--- config.mk ---
export PLATFORM = sky130hd
export DESIGN_NAME = decode_flat
export DESIGN_NICKNAME = d
export VERILOG_FILES = /design/src/rtl/core_pkg.sv /design/src/rtl/decode_if.sv /design/src/rtl/decode_imm.sv /design/src/rtl/decode.sv /design/src/flat_wrapper.sv
export SDC_FILE = /design/constraint.sdc
export NUM_CORES = 1
export LEC_CHECK = 0
export CAP_MARGIN = 10
export CELL_PAD_IN_SITES_DETAIL_PLACEMENT = 2
export CELL_PAD_IN_SITES_GLOBAL_PLACEMENT = 2
export CORE_ASPECT_RATIO = 0.7
export CORE_MARGIN = 3
export CORE_UTILIZATION = 23
export DETAILED_ROUTE_END_ITERATION = 16
export PLACE_DENSITY = 0.92
export SLEW_MARGIN = 0
export SYNTH_ARGS = -nofsm -noshare
export SYNTH_HDL_FRONTEND = slang
export SYNTH_SLANG_ARGS = --single-unit
--- constraint.sdc ---
create_clock -name clk -period 2.25 [get_ports clk]
set_input_delay 0.225 -clock clk [delete_from_list [all_inputs] [get_ports clk]]
set_output_delay 0.225 -clock clk [all_outputs]
set_load 0.03 [all_outputs]
--- src/rtl/core_pkg.sv ---
// Shared core definitions: execution unit codes, exception causes, RV32I opcodes
// and the decoded micro-op record passed from decode to rename.
package core_pkg;

  typedef enum logic [2:0] {
    UNIT_ALU    = 3'd0,
    UNIT_BR     = 3'd1,
    UNIT_LD     = 3'd2,
    UNIT_ST     = 3'd3,
    UNIT_MULDIV = 3'd4,
    UNIT_SYS    = 3'd5
  } unit_e;

  typedef enum logic [1:0] {
    EC_NONE    = 2'd0,
    EC_IFAULT  = 2'd1,
    EC_ILLEGAL = 2'd2
  } ecause_e;

  localparam logic [6:0] OPC_LUI    = 7'b0110111;
  localparam logic [6:0] OPC_AUIPC  = 7'b0010111;
  localparam logic [6:0] OPC_JAL    = 7'b1101111;
  localparam logic [6:0] OPC_JALR   = 7'b1100111;
  localparam logic [6:0] OPC_BRANCH = 7'b1100011;
  localparam logic [6:0] OPC_LOAD   = 7'b0000011;
  localparam logic [6:0] OPC_STORE  = 7'b0100011;
  localparam logic [6:0] OPC_OPIMM  = 7'b0010011;
  localparam logic [6:0] OPC_OP     = 7'b0110011;
  localparam logic [6:0] OPC_FENCE  = 7'b0001111;
  localparam logic [6:0] OPC_SYSTEM = 7'b1110011;

  localparam logic [6:0] F7_ALT    = 7'b0100000;
  localparam logic [6:0] F7_MULDIV = 7'b0000001;

  // PC-relative and fence ops have no funct3; they use codes above 7 in their unit.
  localparam logic [3:0] FUNC_JAL   = 4'd8;
  localparam logic [3:0] FUNC_JALR  = 4'd9;
  localparam logic [3:0] FUNC_AUIPC = 4'd10;
  localparam logic [3:0] FUNC_FENCE = 4'd8;

  typedef struct packed {
    logic [29:0] addr;
    unit_e       unit;
    logic [3:0]  func;
    logic [4:0]  rsrc1;
    logic [4:0]  rsrc2;
    logic [4:0]  rdst;
    logic        rdst_en;
    logic [31:0] imm;
    logic        imm_en;
    logic        exc;
    ecause_e     ecause;
    logic [13:0] bptag;
    logic        bptaken;
  } uop_t;

endpackage

--- src/rtl/decode_if.sv ---
// Fetch->decode and decode->rename handshake bundles.
interface fetch_de_if;
  logic        fetch_de_valid;
  logic        fetch_de_error;
  logic [29:0] fetch_de_addr;
  logic [31:0] fetch_de_insn;
  logic [13:0] fetch_de_bptag;
  logic        fetch_de_bptaken;
  logic        decode_stall;

  modport master (
    output fetch_de_valid, fetch_de_error, fetch_de_addr, fetch_de_insn,
           fetch_de_bptag, fetch_de_bptaken,
    input  decode_stall
  );
  modport slave (
    input  fetch_de_valid, fetch_de_error, fetch_de_addr, fetch_de_insn,
           fetch_de_bptag, fetch_de_bptaken,
    output decode_stall
  );
endinterface

interface decode_uop_if;
  logic        decode_valid;
  logic [29:0] decode_addr;
  logic [2:0]  decode_unit;
  logic [3:0]  decode_func;
  logic [4:0]  decode_rsrc1;
  logic [4:0]  decode_rsrc2;
  logic [4:0]  decode_rdst;
  logic        decode_rdst_en;
  logic [31:0] decode_imm;
  logic        decode_imm_en;
  logic        decode_exc;
  logic [1:0]  decode_ecause;
  logic [13:0] decode_bptag;
  logic        decode_bptaken;
  logic        rename_stall;

  modport master (
    output decode_valid, decode_addr, decode_unit, decode_func, decode_rsrc1,
           decode_rsrc2, decode_rdst, decode_rdst_en, decode_imm, decode_imm_en,
           decode_exc, decode_ecause, decode_bptag, decode_bptaken,
    input  rename_stall
  );
  modport slave (
    input  decode_valid, decode_addr, decode_unit, decode_func, decode_rsrc1,
           decode_rsrc2, decode_rdst, decode_rdst_en, decode_imm, decode_imm_en,
           decode_exc, decode_ecause, decode_bptag, decode_bptaken,
    output rename_stall
  );
endinterface

--- src/rtl/decode_imm.sv ---
// Combinational RV32I immediate extraction; selects the I/S/B/U/J layout from the opcode.
module decode_imm
  import core_pkg::*;
(
  input  logic [31:0] insn_i,
  output logic [31:0] imm_o,
  output logic        imm_en_o
);

  always_comb begin
    imm_o    = '0;
    imm_en_o = 1'b0;
    case (insn_i[6:0])
      OPC_LOAD, OPC_OPIMM, OPC_JALR, OPC_FENCE, OPC_SYSTEM: begin
        imm_o    = {{20{insn_i[31]}}, insn_i[31:20]};
        imm_en_o = 1'b1;
      end
      OPC_STORE: begin
        imm_o    = {{20{insn_i[31]}}, insn_i[31:25], insn_i[11:7]};
        imm_en_o = 1'b1;
      end
      OPC_BRANCH: begin
        imm_o    = {{19{insn_i[31]}}, insn_i[31], insn_i[7], insn_i[30:25],
                    insn_i[11:8], 1'b0};
        imm_en_o = 1'b1;
      end
      OPC_LUI, OPC_AUIPC: begin
        imm_o    = {insn_i[31:12], 12'b0};
        imm_en_o = 1'b1;
      end
      OPC_JAL: begin
        imm_o    = {{11{insn_i[31]}}, insn_i[31], insn_i[19:12], insn_i[20],
                    insn_i[30:21], 1'b0};
        imm_en_o = 1'b1;
      end
      default: begin
        imm_o    = '0;
        imm_en_o = 1'b0;
      end
    endcase
  end

endmodule

--- src/rtl/decode.sv ---
// Single-stage RV32I decoder with a one-entry output register toward rename.
// Define DECODE_MULDIV_EN to accept RV32M; otherwise those encodings are illegal.
module decode
  import core_pkg::*;
(
  input  logic          clk,
  input  logic          rst,
  input  logic          rob_flush,
  fetch_de_if.slave     fe,
  decode_uop_if.master  rn
);

  logic [31:0] insn;
  logic [6:0]  opcode;
  logic [2:0]  f3;
  logic [6:0]  f7;
  logic [4:0]  rd, rs1, rs2;
  logic [31:0] imm;
  logic        imm_en;

  assign insn   = fe.fetch_de_insn;
  assign opcode = insn[6:0];
  assign rd     = insn[11:7];
  assign f3     = insn[14:12];
  assign rs1    = insn[19:15];
  assign rs2    = insn[24:20];
  assign f7     = insn[31:25];

  decode_imm u_imm (
    .insn_i   (insn),
    .imm_o    (imm),
    .imm_en_o (imm_en)
  );

  unit_e      unit;
  logic [3:0] func;
  logic       illegal, use_rs1, use_rs2, has_rd;

  always_comb begin
    unit    = UNIT_ALU;
    func    = {1'b0, f3};
    illegal = 1'b0;
    use_rs1 = 1'b0;
    use_rs2 = 1'b0;
    has_rd  = 1'b0;
    case (opcode)
      OPC_LUI: begin
        func   = '0;
        has_rd = 1'b1;
      end
      OPC_AUIPC: begin
        unit   = UNIT_BR;
        func   = FUNC_AUIPC;
        has_rd = 1'b1;
      end
      OPC_JAL: begin
        unit   = UNIT_BR;
        func   = FUNC_JAL;
        has_rd = 1'b1;
      end
      OPC_JALR: begin
        unit    = UNIT_BR;
        func    = FUNC_JALR;
        use_rs1 = 1'b1;
        has_rd  = 1'b1;
        illegal = (f3 != 3'b000);
      end
      OPC_BRANCH: begin
        unit    = UNIT_BR;
        use_rs1 = 1'b1;
        use_rs2 = 1'b1;
        illegal = (f3[2:1] == 2'b01);
      end
      OPC_LOAD: begin
        unit    = UNIT_LD;
        use_rs1 = 1'b1;
        has_rd  = 1'b1;
        illegal = (f3 == 3'b011) || (f3[2:1] == 2'b11);
      end
      OPC_STORE: begin
        unit    = UNIT_ST;
        use_rs1 = 1'b1;
        use_rs2 = 1'b1;
        illegal = f3[2] || (f3[1:0] == 2'b11);
      end
      OPC_OPIMM: begin
        use_rs1 = 1'b1;
        has_rd  = 1'b1;
        if (f3 == 3'b001) begin
          illegal = (f7 != 7'b0);
        end else if (f3 == 3'b101) begin
          illegal = (f7 != 7'b0) && (f7 != F7_ALT);
          func    = {insn[30], f3};
        end
      end
      OPC_OP: begin
        use_rs1 = 1'b1;
        use_rs2 = 1'b1;
        has_rd  = 1'b1;
        if (f7 == F7_ALT) begin
          func    = {1'b1, f3};
          illegal = !((f3 == 3'b000) || (f3 == 3'b101));
        end else if (f7 == F7_MULDIV) begin
`ifdef DECODE_MULDIV_EN
          unit = UNIT_MULDIV;
`else
          illegal = 1'b1;
`endif
        end else begin
          illegal = (f7 != 7'b0);
        end
      end
      OPC_FENCE: begin
        unit    = UNIT_SYS;
        func    = FUNC_FENCE;
        use_rs1 = 1'b1;
        has_rd  = 1'b1;
        illegal = (f3 != 3'b000);
      end
      OPC_SYSTEM: begin
        // Only ECALL/EBREAK: everything but imm[0] must be zero.
        unit    = UNIT_SYS;
        func    = '0;
        illegal = (insn[31:21] != '0) || (insn[19:7] != '0);
      end
      default: illegal = 1'b1;
    endcase
  end

  uop_t dec;

  always_comb begin
    dec       = '0;
    dec.addr  = fe.fetch_de_addr;
    dec.bptag = fe.fetch_de_bptag;
    if (fe.fetch_de_error) begin
      dec.unit   = UNIT_SYS;
      dec.exc    = 1'b1;
      dec.ecause = EC_IFAULT;
    end else if (illegal) begin
      dec.unit   = UNIT_SYS;
      dec.exc    = 1'b1;
      dec.ecause = EC_ILLEGAL;
    end else begin
      dec.unit    = unit;
      dec.func    = func;
      dec.rsrc1   = use_rs1 ? rs1 : '0;
      dec.rsrc2   = use_rs2 ? rs2 : '0;
      dec.rdst    = has_rd ? rd : '0;
      dec.rdst_en = has_rd && (rd != 5'd0);
      dec.imm     = imm;
      dec.imm_en  = imm_en;
      dec.bptaken = fe.fetch_de_bptaken && (unit == UNIT_BR);
    end
  end

  logic valid_q, valid_d;
  uop_t uop_q, uop_d;
  logic out_valid, accept;

  // Gating with rst drops a held uop immediately, before the registers clear.
  assign out_valid       = valid_q && !rst;
  assign fe.decode_stall = out_valid && rn.rename_stall;
  assign accept          = fe.fetch_de_valid && !fe.decode_stall && !rob_flush;

  always_comb begin
    valid_d = valid_q;
    uop_d   = uop_q;
    if (rob_flush) begin
      valid_d = 1'b0;
    end else if (accept) begin
      valid_d = 1'b1;
      uop_d   = dec;
    end else if (!rn.rename_stall) begin
      valid_d = 1'b0;
    end
  end

  always_ff @(posedge clk) begin
    if (rst) begin
      valid_q <= 1'b0;
      uop_q   <= '0;
    end else begin
      valid_q <= valid_d;
      uop_q   <= uop_d;
    end
  end

  assign rn.decode_valid   = out_valid;
  assign rn.decode_addr    = uop_q.addr;
  assign rn.decode_unit    = uop_q.unit;
  assign rn.decode_func    = uop_q.func;
  assign rn.decode_rsrc1   = uop_q.rsrc1;
  assign rn.decode_rsrc2   = uop_q.rsrc2;
  assign rn.decode_rdst    = uop_q.rdst;
  assign rn.decode_rdst_en = uop_q.rdst_en;
  assign rn.decode_imm     = uop_q.imm;
  assign rn.decode_imm_en  = uop_q.imm_en;
  assign rn.decode_exc     = uop_q.exc;
  assign rn.decode_ecause  = uop_q.ecause;
  assign rn.decode_bptag   = uop_q.bptag;
  assign rn.decode_bptaken = uop_q.bptaken;

endmodule

--- src/flat_wrapper.sv ---
// flat-port wrapper written by rule: the top's interface ports become plain ports
module decode_flat import core_pkg::*;
  (clk, rst, rob_flush, fe_fetch_de_valid, fe_fetch_de_error, fe_fetch_de_addr, fe_fetch_de_insn, fe_fetch_de_bptag, fe_fetch_de_bptaken, fe_decode_stall, rn_decode_valid, rn_decode_addr, rn_decode_unit, rn_decode_func, rn_decode_rsrc1, rn_decode_rsrc2, rn_decode_rdst, rn_decode_rdst_en, rn_decode_imm, rn_decode_imm_en, rn_decode_exc, rn_decode_ecause, rn_decode_bptag, rn_decode_bptaken, rn_rename_stall);
  fetch_de_if fe_i ();
  decode_uop_if rn_i ();
  input  logic clk;
  input  logic rst;
  input  logic rob_flush;
  input wire logic [$bits(fe_i.fetch_de_valid)-1:0] fe_fetch_de_valid;
  input wire logic [$bits(fe_i.fetch_de_error)-1:0] fe_fetch_de_error;
  input wire logic [$bits(fe_i.fetch_de_addr)-1:0] fe_fetch_de_addr;
  input wire logic [$bits(fe_i.fetch_de_insn)-1:0] fe_fetch_de_insn;
  input wire logic [$bits(fe_i.fetch_de_bptag)-1:0] fe_fetch_de_bptag;
  input wire logic [$bits(fe_i.fetch_de_bptaken)-1:0] fe_fetch_de_bptaken;
  output wire logic [$bits(fe_i.decode_stall)-1:0] fe_decode_stall;
  output wire logic [$bits(rn_i.decode_valid)-1:0] rn_decode_valid;
  output wire logic [$bits(rn_i.decode_addr)-1:0] rn_decode_addr;
  output wire logic [$bits(rn_i.decode_unit)-1:0] rn_decode_unit;
  output wire logic [$bits(rn_i.decode_func)-1:0] rn_decode_func;
  output wire logic [$bits(rn_i.decode_rsrc1)-1:0] rn_decode_rsrc1;
  output wire logic [$bits(rn_i.decode_rsrc2)-1:0] rn_decode_rsrc2;
  output wire logic [$bits(rn_i.decode_rdst)-1:0] rn_decode_rdst;
  output wire logic [$bits(rn_i.decode_rdst_en)-1:0] rn_decode_rdst_en;
  output wire logic [$bits(rn_i.decode_imm)-1:0] rn_decode_imm;
  output wire logic [$bits(rn_i.decode_imm_en)-1:0] rn_decode_imm_en;
  output wire logic [$bits(rn_i.decode_exc)-1:0] rn_decode_exc;
  output wire logic [$bits(rn_i.decode_ecause)-1:0] rn_decode_ecause;
  output wire logic [$bits(rn_i.decode_bptag)-1:0] rn_decode_bptag;
  output wire logic [$bits(rn_i.decode_bptaken)-1:0] rn_decode_bptaken;
  input wire logic [$bits(rn_i.rename_stall)-1:0] rn_rename_stall;
  assign fe_i.fetch_de_valid = fe_fetch_de_valid;
  assign fe_i.fetch_de_error = fe_fetch_de_error;
  assign fe_i.fetch_de_addr = fe_fetch_de_addr;
  assign fe_i.fetch_de_insn = fe_fetch_de_insn;
  assign fe_i.fetch_de_bptag = fe_fetch_de_bptag;
  assign fe_i.fetch_de_bptaken = fe_fetch_de_bptaken;
  assign fe_decode_stall = fe_i.decode_stall;
  assign rn_decode_valid = rn_i.decode_valid;
  assign rn_decode_addr = rn_i.decode_addr;
  assign rn_decode_unit = rn_i.decode_unit;
  assign rn_decode_func = rn_i.decode_func;
  assign rn_decode_rsrc1 = rn_i.decode_rsrc1;
  assign rn_decode_rsrc2 = rn_i.decode_rsrc2;
  assign rn_decode_rdst = rn_i.decode_rdst;
  assign rn_decode_rdst_en = rn_i.decode_rdst_en;
  assign rn_decode_imm = rn_i.decode_imm;
  assign rn_decode_imm_en = rn_i.decode_imm_en;
  assign rn_decode_exc = rn_i.decode_exc;
  assign rn_decode_ecause = rn_i.decode_ecause;
  assign rn_decode_bptag = rn_i.decode_bptag;
  assign rn_decode_bptaken = rn_i.decode_bptaken;
  assign rn_i.rename_stall = rn_rename_stall;
  decode u_core (.clk(clk), .rst(rst), .rob_flush(rob_flush), .fe(fe_i), .rn(rn_i));
endmodule
==> flow_summary.yaml, run 1 <==
status:
  status: "finished, final reports clean"
cells_and_area:
  area_delta_synth_final_pct: 67.32
  nFillCells: 2082
  layout-drive-gt1-share: 0.1852
  final_nets: 877
  final_area_sq_um: 7457
  final-seq-area_sq_um: 2102
  post-route-util: 0.4027
  antenna_cells: 0
  multi_input_area_sq_um: 2211
global_routing:
  antenna_found_initial: 1
  overflow: 0
  grt_pass1_wl_microns: 31760
  grt_pass1_vias: 5546
  grt_max_degree: 56
  grt_use_total: 0.1945
yosys:
  synthCells: 556
  syn_area_per_cell_sq_um: 8.016
  yosysWarnings: 0
  yosysSeqAreaShare: 0.4716
  synth_cell_types: 50
  synth.most_common_cell: "nand2_1"
  synth_top_flop_cell: "dfxtp_1"
  synth.net_count: 639
  ys_ff_latch: 105
  yosysTopAreaCellShare: 0.4716
  synth.cell_area_sq_um: 4457
  yosys-top-cells-area: "dfxtp_1 (47%), nand2_1 (14%), a21oi_1 (8.8%), o21ai_2 (5.7%), clkbuf_1 (2.4%)"
  netlist_top_cells_count: "nand2_1 (164), dfxtp_1 (105), a21oi_1 (78)"
  postSynth.asyncResetShare: 0
  synth_top_area_cell: "dfxtp_1"
  synth_edf_count: 0
power_and_ir_drop:
  p_int_mw: 3.045
  power_mw: 4.210
  seqPwrFrac: 0.457
  p_per_area_nw_per_um2: 564.6
  combPwrFrac: 0.173
  clkPwrFrac: 0.371
  switching_share: 0.2768
  irDropWorstVdd_v: 0.0002930
  p_sw_mw: 1.166
  p_leak_nw: 2.703
floorplan:
  pin_count: 189
  dieArea_sq_um: 21110
  coreArea_sq_um: 18520
  row_count: 41
  initial_utilization: 0.2407
  die_y_microns: 122.5
  die_w_microns: 172.4
sta:
  worstMarginPinSlew_ps: 550.8
  hold_violations: 0
  slew_viol_final: 0
  finalCriticalPeriod_ps: 2225
  max_freq_mhz: 449.4
  finalSetupViolCount: 0
  slew-limit-headroom: 0.6294
  tns_ps: 0
  skew_ps: 7.879
  whs_ps: 359.8
  period_share: 0.9890
route:
  vias_per_cell: 4.794
  drtAntennaViolNets: 0
  routedWlPerCell_microns: 19.88
  vias: 5067
  wl_microns: 21020
  drtPass1Iterations: 4
  drc: 0
  drtIter0Drc: 209
worst_setup_path:
  cp_max_fo: 14
  crit_type: "in2reg"
  cp.arrival_ps: 2490
  critPathLaunchType: "input port"
  critPathRequiredTime_ps: 2510
  cp-end-kind: "flop"
flow_run:
  max_cap_viol_count: 0
place:
  io_buffers: 188
  hpwlAfterDp_microns: 16290
  placed_area_sq_um: 7138
  place.gp.congestion: 0.9158
clock_tree:
  path_clk_slew_ps: 70
  tritoncts: "done"
  cts_max_level: 3
  cts_buffers: 9
  cts.path.max_buffers: 2
  ctsHoldBuffers: 0
  cts_root_buffer: "clkbuf_16"
  cts_sinks: 105
  clock_latency_ps: 350
worst_hold_path:
  min_path_type: "in2reg"
## cells by family after synthesis
kind of cell / Yosys count / synth area share
AO/OA/AOI/OAI: 170 / 0.2456
XOR/XNOR: 1 / 0.001966
buffers and inverters: 42 / 0.04520
flip-flops: 105 / 0.4716
multiplexers: 1 / 0.002526
AND/OR/NAND/NOR: 237 / 0.2330
## cell type report
type	instances	area share
multi-input cells	409	0.2965
flip-flops and latches	105	0.2819
repair buffers	266	0.3383
inverters	3	0.001510
well taps	258	0.04329
clock inverters	5	0.006040
clock buffers	11	0.03255
## stage by stage
step | worst slack, ps | instances
finish | 24.68 | 1057
global route | -69.66 | 1057
CTS | 4.893 | 1057
detailed placement | -416.6 | 1041
global placement | -273.9 | 1041
floorplan | 288.8 | 556
## layout by cell type (no fill, tap or decap), drive strengths merged, types with 2 or more instances in the layout
cell type	synthesis	final
a21boi	2	2
inv	3	6
a22o	12	12
a21oi	79	79
nand2b	4	4
a311oi	2	2
and4b	3	3
and3	2	2
nor3	6	6
o31ai	2	2
o21bai	2	2
o21ai	51	51
nand2	164	164
and2	3	3
nor4	5	5
o211ai	2	2
clkdlybuf4s50	0	186
a31oi	3	3
nor2b	5	5
dfxtp	105	105
nand3	8	8
nor2	27	27
buf	11	80
a211oi	4	4
nand4b	3	3
clkbuf	28	11
clkinv	0	2
a22oi	5	5
## flip-flops by register name, indices dropped and copies added, names as in the netlist
| signal | cells |
|---|---|
| u_core.rn.decode_rsrc1 | 5 |
| u_core.rn.decode_bptaken | 1 |
| u_core.rn.decode_rdst_en | 1 |
| u_core.rn.decode_addr | 30 |
| u_core.rn.decode_func | 4 |
| u_core.valid_q | 1 |
| u_core.rn.decode_rdst | 5 |
| u_core.rn.decode_rsrc2 | 5 |
| u_core.rn.decode_imm_en | 1 |
| u_core.rn.decode_imm | 32 |
| u_core.rn.decode_bptag | 14 |
| u_core.rn.decode_unit | 3 |
| u_core.rn.decode_ecause | 2 |
| u_core.rn.decode_exc | 1 |
## per-layer routing
metal	global-route usage	part of all wire	vias up
li1	-	-	2394
met1	0.2408	0.44	2510
met2	0.3449	0.49	139
met3	0.04636	0.054	22
met4	0.04038	0.012	2
met5	0	0.00038	-
## critical path: stages
cell and delay, ps:
clkdlybuf4s50_1 450, nor4_2 350, buf_4 200, nand2_1 150, o31ai_2 300, and4_4 320
nand3_2 110, buf_12 170, o21ai_0 210
## worst paths after layout
path                                         startpoint                         end  slack, ps  cells past startpoint
worst max-delay path               fe_fetch_de_insn[25]   u_core.rn.decode_rsrc1[0]         20                      9
worst min register to register  u_core.rn.decode_imm_en     u_core.rn.decode_imm_en        450                      2
worst max register to register           u_core.valid_q     u_core.rn.decode_imm[3]        550                      6
worst min-delay path                                rst  u_core.rn.decode_ecause[1]        360                      4
## power by group through the flow
stage	Clock, mW	Sequential, mW	Combinational, mW
global route	1.70	1.93	0.782
global placement	0	1.96	0.699
CTS	1.63	1.92	0.727
finish	1.56	1.92	0.727
detailed placement	0	1.97	0.720
floorplan	0	2.05	0.202
## timing repair
item                                    CTS  global route
endpoints found under the setup margin   21            32
pin swaps                                 1             0
buffers inserted                          0             0
gates resized for setup                   1            10
No activity file was read; power rests on OpenSTA's default activity.
==> inputs of run 2 (changes only) <==
CORE_UTILIZATION = 26   (was 23)
CTS_BUF_LIST = sky130_fd_sc_hd__clkbuf_4 sky130_fd_sc_hd__clkbuf_8   (was not set)
PLACE_DENSITY = 0.95   (was 0.92)
clock period = 2.8 ns   (was 2.25 ns; I/O delays follow)
==> flow_summary.yaml, run 2 (synthesis gave the netlist of run 1 again) <==
worst_setup_path:
  crit_type: "in2reg"
  cpMostUsedCell: "buf_4"
  cp-end-kind: "flop"
  crit_path_max_incr_delay_ps: 490
  cp.arrival_ps: 2700
  crit_chain: "clkdlybuf4s50_1 -> nor4_1 -> buf_4 -> and2_1 -> a21boi_0 -> o21ai_1 -> buf_4 -> and4b_1 -> a22o_2"
  cp_max_fo: 7
  critPathRequiredTime_ps: 3140
  worst_path_max_delay_cell: "clkdlybuf4s50_1"
  critPathLaunchType: "input port"
sta:
  tns_ps: 0
  rsz0062_at_grt: "no"
  slew-limit-headroom: 0.4849
  finalCriticalPeriod_ps: 2362
  max_freq_mhz: 423.3
  period_share: 0.8436
  skew_ps: 6.700
  hold_violations: 0
  slew_viol_final: 0
  finalSetupViolCount: 0
  worstMarginPinSlew_ps: 769.8
route:
  vias_per_cell: 4.955
  routedWlPerCell_microns: 20.21
  drtPass1Iterations: 4
  drtIter0Drc: 267
  vias: 4821
  drc: 0
  wl_microns: 19660
  drtAntennaViolNets: 0
floorplan:
  initial_utilization: 0.2694
  row_count: 39
  die_w_microns: 162.5
  die_y_microns: 115.5
  pin_count: 189
  coreArea_sq_um: 16540
  dieArea_sq_um: 18770
power_and_ir_drop:
  irDropWorstVdd_v: 0.0002268
  p_leak_nw: 2.421
  p_per_area_nw_per_um2: 459.1
worst_hold_path:
  min_path_type: "in2reg"
cells_and_area:
  mostFrequentLayoutCell: "clkdlybuf4s50_1"
  final_cell_mix: "clkdlybuf4s50_1 (187), nand2_1 (164), dfxtp_1 (105)"
  final_nets: 826
  final_area_sq_um: 6940
  antenna_cells: 0
  nFillCells: 1816
  largest_reg_flops: 32
  layout-drive-gt1-share: 0.1190
  area_delta_synth_final_pct: 55.73
clock_tree:
  cts_max_level: 3
  cts_resized: 0
  clock_latency_ps: 390
  cts_root_buffer: "clkbuf_8"
  cts_sinks: 105
  ctsHoldBuffers: 0
  path_clk_slew_ps: 110
  cts.path.max_buffers: 2
  tritoncts: "done"
  cts_buffers: 9
  cts_setup_buffers: 0
place:
  placed_area_sq_um: 6704
  place.gp.congestion: 0.8579
  hpwlAfterDp_microns: 15280
  io_buffers: 188
global_routing:
  grt_max_degree: 56
  grt_pass1_vias: 5237
  grt_pass1_wl_microns: 29930
  grt_use_met3: 0.05038
  overflow: 0
  grt_use_total: 0.2042
  antenna_found_initial: 0
  top_usage_layer: "met2"
  met2_usage: 0.3554
  met1_usage: 0.2576
flow_run:
  max_cap_viol_count: 0
status:
  status: "finished, final reports clean"
[run 2: cell types whose count changed in the layout (fill, tap and decap cells not counted), moves of 2 or more]
cell       delta
clkbuf_8      +8
nor4_2        -2
nor4_1        +2
buf_4        -51
and4b_2       -2
o21ai_0       +2
bufinv_16     +2
clkbuf_16     -9
and4b_1       +2
[run 2: final cells by class]
class                      instances  area (sq um)  share of cell area
multi-input combinational        409          2180              0.3140
timing repair buffer             215          2130              0.3068
sequential                       105          2102              0.3029
tap                              225         281.5             0.04056
clock buffer                       9         123.9             0.01785
clock inverter                     7         112.6             0.01622
inverter                           3         11.26            0.001622
[run 2: worst paths after layout]
kind	startpoint	endpoint	slack (ps)	depth (start not counted)
setup / recovery	fe_fetch_de_insn[25]	u_core.rn.decode_imm[7]	440	9
hold / removal	rst	u_core.rn.decode_exc	220	2
setup reg to reg	u_core.valid_q	u_core.rn.decode_imm[4]	1050	6
hold reg to reg	u_core.rn.decode_imm_en	u_core.rn.decode_imm_en	450	2
[run 2: metrics by stage]
| step | setup slack (ps) | total power [mW] | hold slack (ps) | utilization | cells |
|---|---|---|---|---|---|
| 3_3_place_gp | 266.5 | 2.089 | 436.0 | 0.4053 | 957 |
| 6_report | 437.8 | 3.187 | 220.2 | 0.4196 | 973 |
| 3_5_place_dp | 155.8 | 2.110 | 439.6 | 0.4053 | 957 |
| 5_1_grt | 364.5 | 3.336 | 231.9 | 0.4196 | 973 |
| 4_1_cts | 455.8 | 3.230 | 200.9 | 0.4196 | 973 |
| 2_1_floorplan | 784.7 | 1.808 | 356.8 | - | 556 |
[run 2: layer usage]
metal  part of all wire  wire [microns]
met5                  0               0
met4              0.011             222
met3              0.062            1215
met2               0.49            9580
met1               0.44            8642
[run 2: power by group]
group	internal [mW]	switching, mW	leakage (nW)
clock network	0.524	0.585	0.120
logic	0.235	0.296	1.45
registers	1.53	0.0195	0.852
[run 2: worst max-delay path: cells and delay by family]
family                 cells  cell delay, ps
buffers and inverters      3             910
AO/OA/AOI/OAI              3             570
AND/OR/NAND/NOR            3             920
